===== src/rtl/multicycle_control_unit.sv =====
// Multi-cycle MIPS control FSM: FETCH/DECODE/EXEC/MEM/WB over a shared req/ready memory port.
// Outputs are combinational from state; memory waits stretch FETCH/MEM until ready or timeout -> TRAP.
module multicycle_control_unit #(
   parameter int OPCODE_W    = 6,
   parameter int ALU_OP_W    = 3,
   parameter int MEM_TIMEOUT = 15,
   parameter int HALT_OP     = 63
) (
   input  logic                clk,
   input  logic                rst_n,
   input  logic [OPCODE_W-1:0] opcode,
   input  logic                zero,
   input  logic                mem_ready,
   output logic                mem_req,
   output logic                mem_write,
   output logic                ir_write,
   output logic                pc_write,
   output logic                pc_src,
   output logic                reg_dst,
   output logic                alu_src,
   output logic                mem_to_reg,
   output logic                reg_write,
   output logic [ALU_OP_W-1:0] alu_op,
   output logic                illegal,
   output logic                bus_err,
   output logic [2:0]          state_o
);

   typedef enum logic [2:0] {
      S_IDLE   = 3'd0,
      S_FETCH  = 3'd1,
      S_DECODE = 3'd2,
      S_EXEC   = 3'd3,
      S_MEM    = 3'd4,
      S_WB     = 3'd5,
      S_HALTED = 3'd6,
      S_TRAP   = 3'd7
   } state_t;

   localparam logic [OPCODE_W-1:0] OP_R    = OPCODE_W'(0);
   localparam logic [OPCODE_W-1:0] OP_ADDI = OPCODE_W'(1);
   localparam logic [OPCODE_W-1:0] OP_LW   = OPCODE_W'(4);
   localparam logic [OPCODE_W-1:0] OP_SW   = OPCODE_W'(5);
   localparam logic [OPCODE_W-1:0] OP_BEQ  = OPCODE_W'(6);
   localparam logic [OPCODE_W-1:0] OP_IMM  = OPCODE_W'(7);
   localparam logic [OPCODE_W-1:0] OP_HALT = OPCODE_W'(HALT_OP);

   // Counter only ever needs to hold MEM_TIMEOUT-1 before the timeout fires.
   localparam int               CNT_W      = (MEM_TIMEOUT > 1) ? $clog2(MEM_TIMEOUT) : 1;
   localparam bit               TIMEOUT_EN = (MEM_TIMEOUT > 0);
   localparam logic [CNT_W-1:0] WAIT_LAST  = CNT_W'((MEM_TIMEOUT > 0) ? MEM_TIMEOUT - 1 : 0);

   state_t              state;
   state_t              state_nxt;
   logic [OPCODE_W-1:0] op_q;
   logic [CNT_W-1:0]    wait_cnt;
   logic                mem_wait;
   logic                timeout;
   logic                dec_legal;
   logic                dec_halt;

   assign mem_wait  = ((state == S_FETCH) || (state == S_MEM)) && !mem_ready;
   assign timeout   = TIMEOUT_EN && mem_wait && (wait_cnt == WAIT_LAST);
   assign dec_halt  = (opcode == OP_HALT);
   assign dec_legal = (opcode == OP_R)  || (opcode == OP_ADDI) || (opcode == OP_LW) ||
                      (opcode == OP_SW) || (opcode == OP_BEQ)  || (opcode == OP_IMM);
   assign state_o   = state;

   always_ff @(posedge clk or negedge rst_n) begin
      if (!rst_n) begin
         state    <= S_IDLE;
         op_q     <= '0;
         wait_cnt <= '0;
         illegal  <= 1'b0;
         bus_err  <= 1'b0;
      end else begin
         state <= state_nxt;
         if (state == S_DECODE) begin
            op_q <= opcode;
            if (!dec_legal && !dec_halt) begin
               illegal <= 1'b1;
            end
         end
         if (timeout) begin
            bus_err <= 1'b1;
         end
         // Any cycle that is not a stalled request restarts the count, so entry to FETCH/MEM starts at 0.
         if (mem_wait) begin
            wait_cnt <= wait_cnt + 1'b1;
         end else begin
            wait_cnt <= '0;
         end
      end
   end

   always_comb begin
      state_nxt = state;
      case (state)
         S_IDLE:   state_nxt = S_FETCH;
         S_FETCH: begin
            if (mem_ready)    state_nxt = S_DECODE;
            else if (timeout) state_nxt = S_TRAP;
         end
         S_DECODE: begin
            if (dec_legal)     state_nxt = S_EXEC;
            else if (dec_halt) state_nxt = S_HALTED;
            else               state_nxt = S_TRAP;
         end
         S_EXEC: begin
            if ((op_q == OP_LW) || (op_q == OP_SW)) state_nxt = S_MEM;
            else if (op_q == OP_BEQ)                state_nxt = S_FETCH;
            else                                    state_nxt = S_WB;
         end
         S_MEM: begin
            if (mem_ready)    state_nxt = (op_q == OP_LW) ? S_WB : S_FETCH;
            else if (timeout) state_nxt = S_TRAP;
         end
         S_WB:     state_nxt = S_FETCH;
         S_HALTED: state_nxt = S_HALTED;
         S_TRAP:   state_nxt = S_TRAP;
         default:  state_nxt = S_IDLE;
      endcase
   end

   always_comb begin
      mem_req    = 1'b0;
      mem_write  = 1'b0;
      ir_write   = 1'b0;
      pc_write   = 1'b0;
      pc_src     = 1'b0;
      reg_dst    = 1'b0;
      alu_src    = 1'b0;
      mem_to_reg = 1'b0;
      reg_write  = 1'b0;
      alu_op     = '0;
      case (state)
         S_FETCH: begin
            mem_req  = 1'b1;
            ir_write = mem_ready;
            pc_write = mem_ready;
         end
         S_EXEC: begin
            alu_src = !((op_q == OP_R) || (op_q == OP_BEQ));
            if (op_q == OP_R)         alu_op = ALU_OP_W'(0);
            else if (op_q == OP_BEQ)  alu_op = ALU_OP_W'(1);
            else if (op_q == OP_ADDI) alu_op = ALU_OP_W'(2);
            else                      alu_op = ALU_OP_W'(3);
            if (op_q == OP_BEQ) begin
               pc_write = zero;
               pc_src   = 1'b1;
            end
         end
         S_MEM: begin
            mem_req   = 1'b1;
            alu_src   = 1'b1;
            alu_op    = ALU_OP_W'(3);
            mem_write = (op_q == OP_SW);
         end
         S_WB: begin
            reg_write  = 1'b1;
            reg_dst    = (op_q == OP_R);
            mem_to_reg = (op_q == OP_LW);
         end
         default: begin
            mem_req = 1'b0;
         end
      endcase
   end

endmodule


===== config.mk =====
export PLATFORM = sky130hd
export DESIGN_NAME = multicycle_control_unit
export DESIGN_NICKNAME = d
export VERILOG_FILES = /design/src/rtl/multicycle_control_unit.sv
export SDC_FILE = /design/constraint.sdc
export NUM_CORES = 1
export LEC_CHECK = 0
export CELL_PAD_IN_SITES_DETAIL_PLACEMENT = 0
export CELL_PAD_IN_SITES_GLOBAL_PLACEMENT = 1
export CORE_UTILIZATION = 38
export CTS_BUF_LIST = sky130_fd_sc_hd__clkbuf_4
export DETAILED_ROUTE_END_ITERATION = 10
export PLACE_DENSITY = 0.84
export SYNTH_ARGS = -nofsm -noshare
export SYNTH_HDL_FRONTEND = slang
export SYNTH_SLANG_ARGS = --single-unit

===== constraint.sdc =====
create_clock -name clk -period 3.75 [get_ports clk]
set_input_delay 0.375 -clock clk [delete_from_list [all_inputs] [get_ports clk]]
set_output_delay 0.375 -clock clk [all_outputs]
set_load 0.005 [all_outputs]

Word-level counts from Yosys, hierarchy flattened. Index checks and enable logic that the tools add are counted.

Register bits after elaboration: 15. Bits of input ports: 10. Output and inout port bits: 17. Word-level logic and storage cells: 70.

$add $sub $neg: 1. Equal/unequal tests: 18. Mux-type cells: 25. Reductions and logical operators: 21.

Operators with widths (count): $eq 6x3->1 const B (7); $mux 3 (7); $pmux 3 s7 (1); $eq 3x3->1 const B (4); $eq 6x1->1 const B (2); $logic_not 6->1 (2); $mux 1 (11); $logic_or 1x1->1 (8); $eq 3x2->1 const B (2); $eq 6x6->1 const B (1); $add 4x1->4 const B (1); $eq 4x4->1 const B (1); $logic_not 1->1 (4); $mux 2 (2); $mux 4 (1); $pmux 1 s2 (2); $pmux 2 s2 (1); $reduce_or 2->1 (2); $eq 3x1->1 const B (1); $logic_and 1x1->1 (3); $logic_not 3->1 (1); $reduce_and 2->1 (1).

Longest topological paths before layout. Gate-level depths: netlist of the first run.

Depth after elaboration: 9. Gate-level depth with buffers: 5. Depth with buffers taken out: 5.

Least setup slack after synthesis of the first run. Ideal clock, no wire load.

Path kind: register to output. Start point: register op_q[5]. End point: output mem_write. Data arrival time: 1430 ps. Data required time: 3375 ps. Path slack: 1945 ps. Cell stages (with the launch flop): 4. Buffers on the path: 0. Cells stage by stage: dfrtp_1 > or4_4 > or4_4 > nor2_1.

Cells in the longest elaborated chain, start to end: 2.

Ends and longest elaborated chain: start, declared (RTL line 55) `logic [OPCODE_W-1:0] op_q;`; start signal, assigned (RTL line 79) `op_q <= opcode;`; $eq 6x3->1 (RTL line 157) `mem_write = (op_q == OP_SW);`; $mux 1 (RTL line 136) `case (state)`; end, declared (RTL line 15) `output logic mem_write,`.

No other way between the ends.

Final worst setup path of the first run.
Start point: register state[0], in the netlist state_o[0]. End point: output mem_write.

Cells in the longest elaborated chain, start to end: 2.

Ends and longest elaborated chain: start, declared (RTL line 53) `state_t state;`; start signal, assigned (RTL line 77) `state <= state_nxt;`; $eq 3x3->1 (RTL line 136); $mux 1 (RTL line 136).

No other way between the ends.

==> impl_metrics.env, run 1 <==
export IMPL_chipHeight_um=49.8
export IMPL_crit_path_start_kind="flop"
export IMPL_avgSynthCellArea_sq_um=9.65
export IMPL_leakagePower_nw=0.469
export IMPL_required_ns=3.38
export IMPL_synth_top_flop_cell="dfrtp_1"
export IMPL_status="finished clean"
export IMPL_clkSlewWorstSetupHoldPaths_ns=0.09
export IMPL_drc_errors=0
export IMPL_synth_seq_cells=15
export IMPL_wl_per_cell_um=12.5
export IMPL_fin_crit_sh=0.708
export IMPL_netlist_area_sq_um=868
export IMPL_die_x_um=49.8
export IMPL_whs_path_depth=1
export IMPL_cts_resized=0
export IMPL_grt_pass1_wl_um=3050
export IMPL_root_buffer="clkbuf_4"
export IMPL_drive_above_1_share=0.106
export IMPL_htreeDepth=1
export IMPL_final_util=0.558
export IMPL_final_seq_area_sq_um=375
export IMPL_totalWireLength_um=1750
export IMPL_slowest_stage="or4_4"
export IMPL_ys_seq_area_frac=0.432
export IMPL_drt_pass1_iterations=4
export IMPL_syn_num_nets=102
export IMPL_io_buffers=25
export IMPL_antenna_found_initial=0
export IMPL_slew_headroom=0.557
export IMPL_r2r_slack_ns=2.10
export IMPL_worst_pin_slew_ns=0.663
export IMPL_vias_per_cell=5.38
export IMPL_setup_viol=0
export IMPL_cpPeakStageDelay_ns=0.54
export IMPL_fin_skew_ns=0.00202
export IMPL_rows=16
export IMPL_ys_warn_count=0
export IMPL_grtUsageTotal=0.160
export IMPL_die_area_sq_mm=0.00248
export IMPL_synth_cell_type_count=37
export IMPL_hold_viol=0
export IMPL_max_vdd_ir_drop_mv=0.182
export IMPL_start_util=0.421
export IMPL_cts_tree="built"
export IMPL_cp_arrival_ns=2.28
export IMPL_fill_cells=187
export IMPL_hp_start="bus_err$_DFFE_PN0P_"
export IMPL_num_vias=753
export IMPL_critPathCaptureType="output pin"
export IMPL_final_min_clock_period_ns=2.65
export IMPL_worstHoldEndpoint="bus_err$_DFFE_PN0P_"
export IMPL_powerDensity_mw_per_mm2=239
export IMPL_cts_made_buffers=3
export IMPL_reg2reg_depth=3
export IMPL_grt_start_max_net_pins=16
export IMPL_hp_class="reg2reg"
export IMPL_cp_top_family="simple AND/OR/NAND/NOR gates"
export IMPL_critPathKind="reg2out"
export IMPL_r2r_start="state_o[0]$_DFF_PN0_"
export IMPL_drt_iter0_drc=13
export IMPL_hpwl_um=1390
export IMPL_fin_tns_setup_ns=0
export IMPL_cts_hold_fix_buffers=0
export IMPL_areaGrowthSynthToFinish_pct=32.4
export IMPL_grt_pass1_vias=713
export IMPL_multiInputGateArea_sq_um=444
export IMPL_path_max_fanout=12
export IMPL_synth_edf_count=0
export IMPL_post_cts_setup_buffer_count=0
export IMPL_reg2reg_to="state_o[2]$_DFF_PN0_"
export IMPL_cts_sinks=15
export IMPL_num_antenna_cells=0
export IMPL_netlist_instances=90
export IMPL_rsz0062_at_grt="no"
export IMPL_synth_async_reset_ratio=1.00
export IMPL_final_antenna_net_count=0
export IMPL_crit_buf_inv=1
export IMPL_num_io_pins=27
export IMPL_max_freq_ghz=0.377
export IMPL_core_area_sq_mm=0.00206
export IMPL_slew_violations=0
export IMPL_nNetsFinal=126
export IMPL_grt_ovfl_total=0
export IMPL_gp_congestion=0.736
export IMPL_path_cells="nand2b_1, or4_4, nor2_1, clkdlybuf4s50_1"
export IMPL_clockBufferDepth=2
export IMPL_drv_cap=0
export IMPL_worstSkewPairLatency_ns=0.28
## where the power goes
group,switching [mW],internal (mW),total [mW]
clock,0.0513,0.0396,0.0908
combinational,0.00890,0.0120,0.0209
sequential,0.000875,0.162,0.163
total,0.0611,0.214,0.275
## cell usage after synthesis, drive strengths merged (2+ instances only)
master | n | area [sq um]
nor2b | 2 | 12.5
nand3b | 2 | 15.0
ha | 2 | 25.0
mux2 | 4 | 45.0
nand3 | 3 | 15.0
or4 | 3 | 30.0
o311ai | 2 | 17.5
xor2 | 2 | 17.5
o21ai | 3 | 15.0
clkbuf | 4 | 15.0
inv | 5 | 18.8
nor3 | 2 | 10.0
buf | 2 | 15.0
o22ai | 4 | 25.0
nand2b | 2 | 12.5
a21oi | 2 | 10.0
nor4 | 2 | 12.5
nor2 | 7 | 26.3
nand2 | 4 | 15.0
dfrtp | 15 | 375
o21bai | 3 | 22.5
## layout make-up
| cell class | instances | area share |
|---|---|---|
| sequential | 15 | 0.326 |
| inverter | 5 | 0.0163 |
| tap | 27 | 0.0294 |
| clock buffer | 3 | 0.0196 |
| multi-input combinational | 64 | 0.386 |
| timing repair buffer | 25 | 0.218 |
| clock inverter | 1 | 0.00435 |
## metal layers
metal  global-route usage  up-vias  wire length [um]
met3               0.0370        0                59
met4               0.0286        0                 0
li1                     -      375                 -
met1                0.214      362               871
met2                0.264       16               820
met5                    0        -                 0
## worst reg2reg max path: stages, from the launching register on
cell and delay [ns]:
dfrtp_1 0.52, nand2b_1 0.32, or4_4 0.54, o2111ai_1 0.19
## through the flow
step / area, sq um / hold slack, ns / instances / worst slack [ns] / total power [mW]
after floorplan: 868 / 0.0794 / 90 / 1.95 / 0.172
after global placement: 1120 / 0.459 / 136 / 1.39 / 0.188
after detailed placement: 1120 / 0.463 / 136 / 1.37 / 0.188
after CTS: 1150 / 0.484 / 140 / 1.08 / 0.278
after global routing: 1150 / 0.506 / 140 / 0.957 / 0.294
final: 1150 / 0.476 / 140 / 1.10 / 0.275
## cell families after synthesis
family          after synthesis  share of synthesized area
flops                        15                      0.432
simple gates                 34                      0.236
other cells                   1                    0.00432
mux                           4                     0.0519
fa+ha+maj                     2                     0.0288
xor+xnor                      3                     0.0303
compound gates               20                      0.160
buf+inv                      11                     0.0562
## flip-flops by register name, summed over array words and instances, names as in the netlist
name and count:
bus_err 1, wait_cnt 4, state_o 3, illegal 1, op_q 6
## worst max path at each step
stage	from	end	slack [ns]	cells after the start
finish	state_o[0]$_DFF_PN0_	mem_write	1.10	4
global route	state_o[0]$_DFF_PN0_	mem_write	0.96	4
CTS	op_q[1]$_DFFE_PN0P_	mem_write	1.08	4
detailed placement	mem_ready	pc_write	1.37	4
global placement	mem_ready	pc_write	1.39	4
floorplan	op_q[5]$_DFFE_PN0P_	mem_write	1.95	3
## cells in the final DEF (no fill, tap or decap), drive strengths merged, types with 2 or more instances in the layout
cell type / instances
clkdlybuf4s50: 25
dfrtp: 15
nor2: 7
inv: 5
o22ai: 4
nand2: 4
mux2: 4
nand3: 3
o21bai: 3
o21ai: 3
clkbuf: 3
or4: 3
nor2b: 2
xor2: 2
nand2b: 2
nand3b: 2
nor3: 2
o311ai: 2
a21oi: 2
nor4: 2
ha: 2
Note: power is estimated with default switching activity, not from simulation.
==> inputs of run 2 (changes only) <==
Settings changed: CORE_UTILIZATION 38 to 35, PLACE_DENSITY 0.84 to 0.78.
Clock period 3.75 ns to 2.65 ns, I/O delays scaled along.
==> run 2 against run 1 <==
Flip-flop and latch count unchanged. Via count down 2.0%. Routed wire length up 9.0%. Largest power group unchanged. Clock skew rose by 0.0027 ns. Count of clock-buffer cells in the layout did not move. Worst hold slack got worse by 0.11 ns. Non-clock buffer count increased by 2. Register-to-register slack worse by 1.1 ns. First-iteration DRC count shrank 69%. Combinational power increased by 50%. Sequential share of layout area shrank 0.52 points.
==> impl_metrics.env, run 2 (synthesized netlist as in run 1, its figures left out) <==
export IMPL_status="finished clean"
export IMPL_final_cells=143
export IMPL_cts_resized=0
export IMPL_fin_skew_ns=0.00468
export IMPL_cp_arrival_ns=2.28
export IMPL_busiest_layer="met2"
export IMPL_areaGrowthSynthToFinish_pct=34.6
export IMPL_crit_path_start_kind="flop"
export IMPL_powerDensity_mw_per_mm2=346
export IMPL_rsz0062_at_grt="no"
export IMPL_final_min_clock_period_ns=2.54
export IMPL_chipHeight_um=51.8
export IMPL_max_freq_ghz=0.393
export IMPL_grt_use_met2=0.279
export IMPL_hpwl_um=1510
export IMPL_slew_headroom=0.547
export IMPL_slew_violations=0
export IMPL_hold_viol=0
export IMPL_post_cts_setup_buffer_count=0
export IMPL_final_common_cell="clkdlybuf4s50_1"
export IMPL_clockBufferDepth=2
export IMPL_numPlacedInstances=139
export IMPL_grt_pass1_vias=720
export IMPL_clkSlewWorstSetupHoldPaths_ns=0.10
export IMPL_core_area_sq_mm=0.00228
export IMPL_start_util=0.382
export IMPL_num_vias=738
export IMPL_path_max_fanout=6
export IMPL_largest_register_ffs=6
export IMPL_grt_ovfl_total=0
export IMPL_drc_errors=0
export IMPL_die_area_sq_mm=0.00268
export IMPL_largest_register="op_q"
export IMPL_drv_cap=0
export IMPL_root_buffer="clkbuf_4"
export IMPL_leakagePower_nw=0.473
export IMPL_final_antenna_net_count=0
export IMPL_fin_crit_sh=0.960
export IMPL_stdcell_area_sq_mm=0.00117
export IMPL_fin_tns_setup_ns=0
export IMPL_wl_per_cell_um=13.4
export IMPL_drt_pass1_iterations=2
export IMPL_io_buffers=25
export IMPL_final_cell_mix="clkdlybuf4s50_1, dfrtp_1, nor2_1"
export IMPL_critPathCaptureType="output pin"
export IMPL_dpl_cell_area_sq_mm=0.00114
export IMPL_worst_pin_slew_ns=0.677
export IMPL_max_vdd_ir_drop_mv=0.266
export IMPL_antenna_found_initial=0
export IMPL_grt_start_max_net_pins=16
export IMPL_cts_hold_fix_buffers=0
export IMPL_drive_above_1_share=0.122
export IMPL_required_ns=2.38
export IMPL_cts_sinks=15
export IMPL_num_antenna_cells=0
export IMPL_setup_viol=0
export IMPL_totalWireLength_um=1910
export IMPL_htreeDepth=1
export IMPL_cts_tree="built"
export IMPL_rows=17
export IMPL_use_met3=0.0263
export IMPL_cts_made_buffers=3
export IMPL_drt_iter0_drc=4
export IMPL_grt_pass1_wl_um=3330
export IMPL_gp_congestion=0.718
export IMPL_critPathKind="reg2out"
export IMPL_die_x_um=51.8
export IMPL_hp_class="in2async"
export IMPL_num_io_pins=27
export IMPL_vias_per_cell=5.16
export IMPL_nNetsFinal=128
export IMPL_grtUsageTotal=0.171
export IMPL_worstSkewPairLatency_ns=0.30
export IMPL_grt_met1_usage=0.225
export IMPL_hold_slack_ns=0.366
## run 2: area by class of cell
cell class | instances | area [sq um]
repair buffers | 27 | 265
well taps | 28 | 35.0
flip-flops and latches | 15 | 375
clock buffers | 3 | 22.5
inverters | 5 | 18.8
clock inverters | 1 | 7.51
multi-input cells | 64 | 444
fillers | 218 | 1110
## run 2: final timing paths
path / from / endpoint / slack (ns) / cells past startpoint
worst max-delay path: op_q[1]$_DFFE_PN0P_ / mem_write / 0.11 / 4
worst min-delay path: rst_n / wait_cnt[0]$_DFF_PN0_ / 0.37 / 1
worst max register to register: state_o[1]$_DFF_PN0_ / op_q[5]$_DFFE_PN0P_ / 0.98 / 2
worst min register to register: illegal$_DFFE_PN0P_ / illegal$_DFFE_PN0P_ / 0.49 / 1
max in group asynchronous: rst_n / state_o[1]$_DFF_PN0_ / 1.85 / 1
min in group clk: illegal$_DFFE_PN0P_ / illegal$_DFFE_PN0P_ / 0.49 / 1
## run 2: report_power, final
part           switching (mW)  leakage [nW]  internal [mW]  total (mW)
Sequential           0.000475         0.181          0.230       0.230
Combinational          0.0139         0.278         0.0174      0.0313
Clock                  0.0852        0.0139         0.0576       0.143
Total                  0.0996         0.473          0.305       0.404
## run 2: through the flow
step	total power [mW]	utilization	setup WS, ns
2_1_floorplan	0.243	-	0.955
3_3_place_gp	0.266	0.500	0.430
3_5_place_dp	0.267	0.500	0.415
4_1_cts	0.409	0.513	0.0775
5_1_grt	0.422	0.513	0.0236
6_report	0.404	0.513	0.107
## run 2: metal layers
metal  wire length, um  vias up
met5                 0        -
met4                27        0
met3                54        4
met2               925       14
met1               902      343
li1                  -      377
## run 2: worst max-delay path, cell delays in order (launching register included)
cell and delay [ns]:
dfrtp_1 0.44, or4_4 0.51, or4_4 0.43, nor2_1 0.11
clkdlybuf4s50_1 0.50
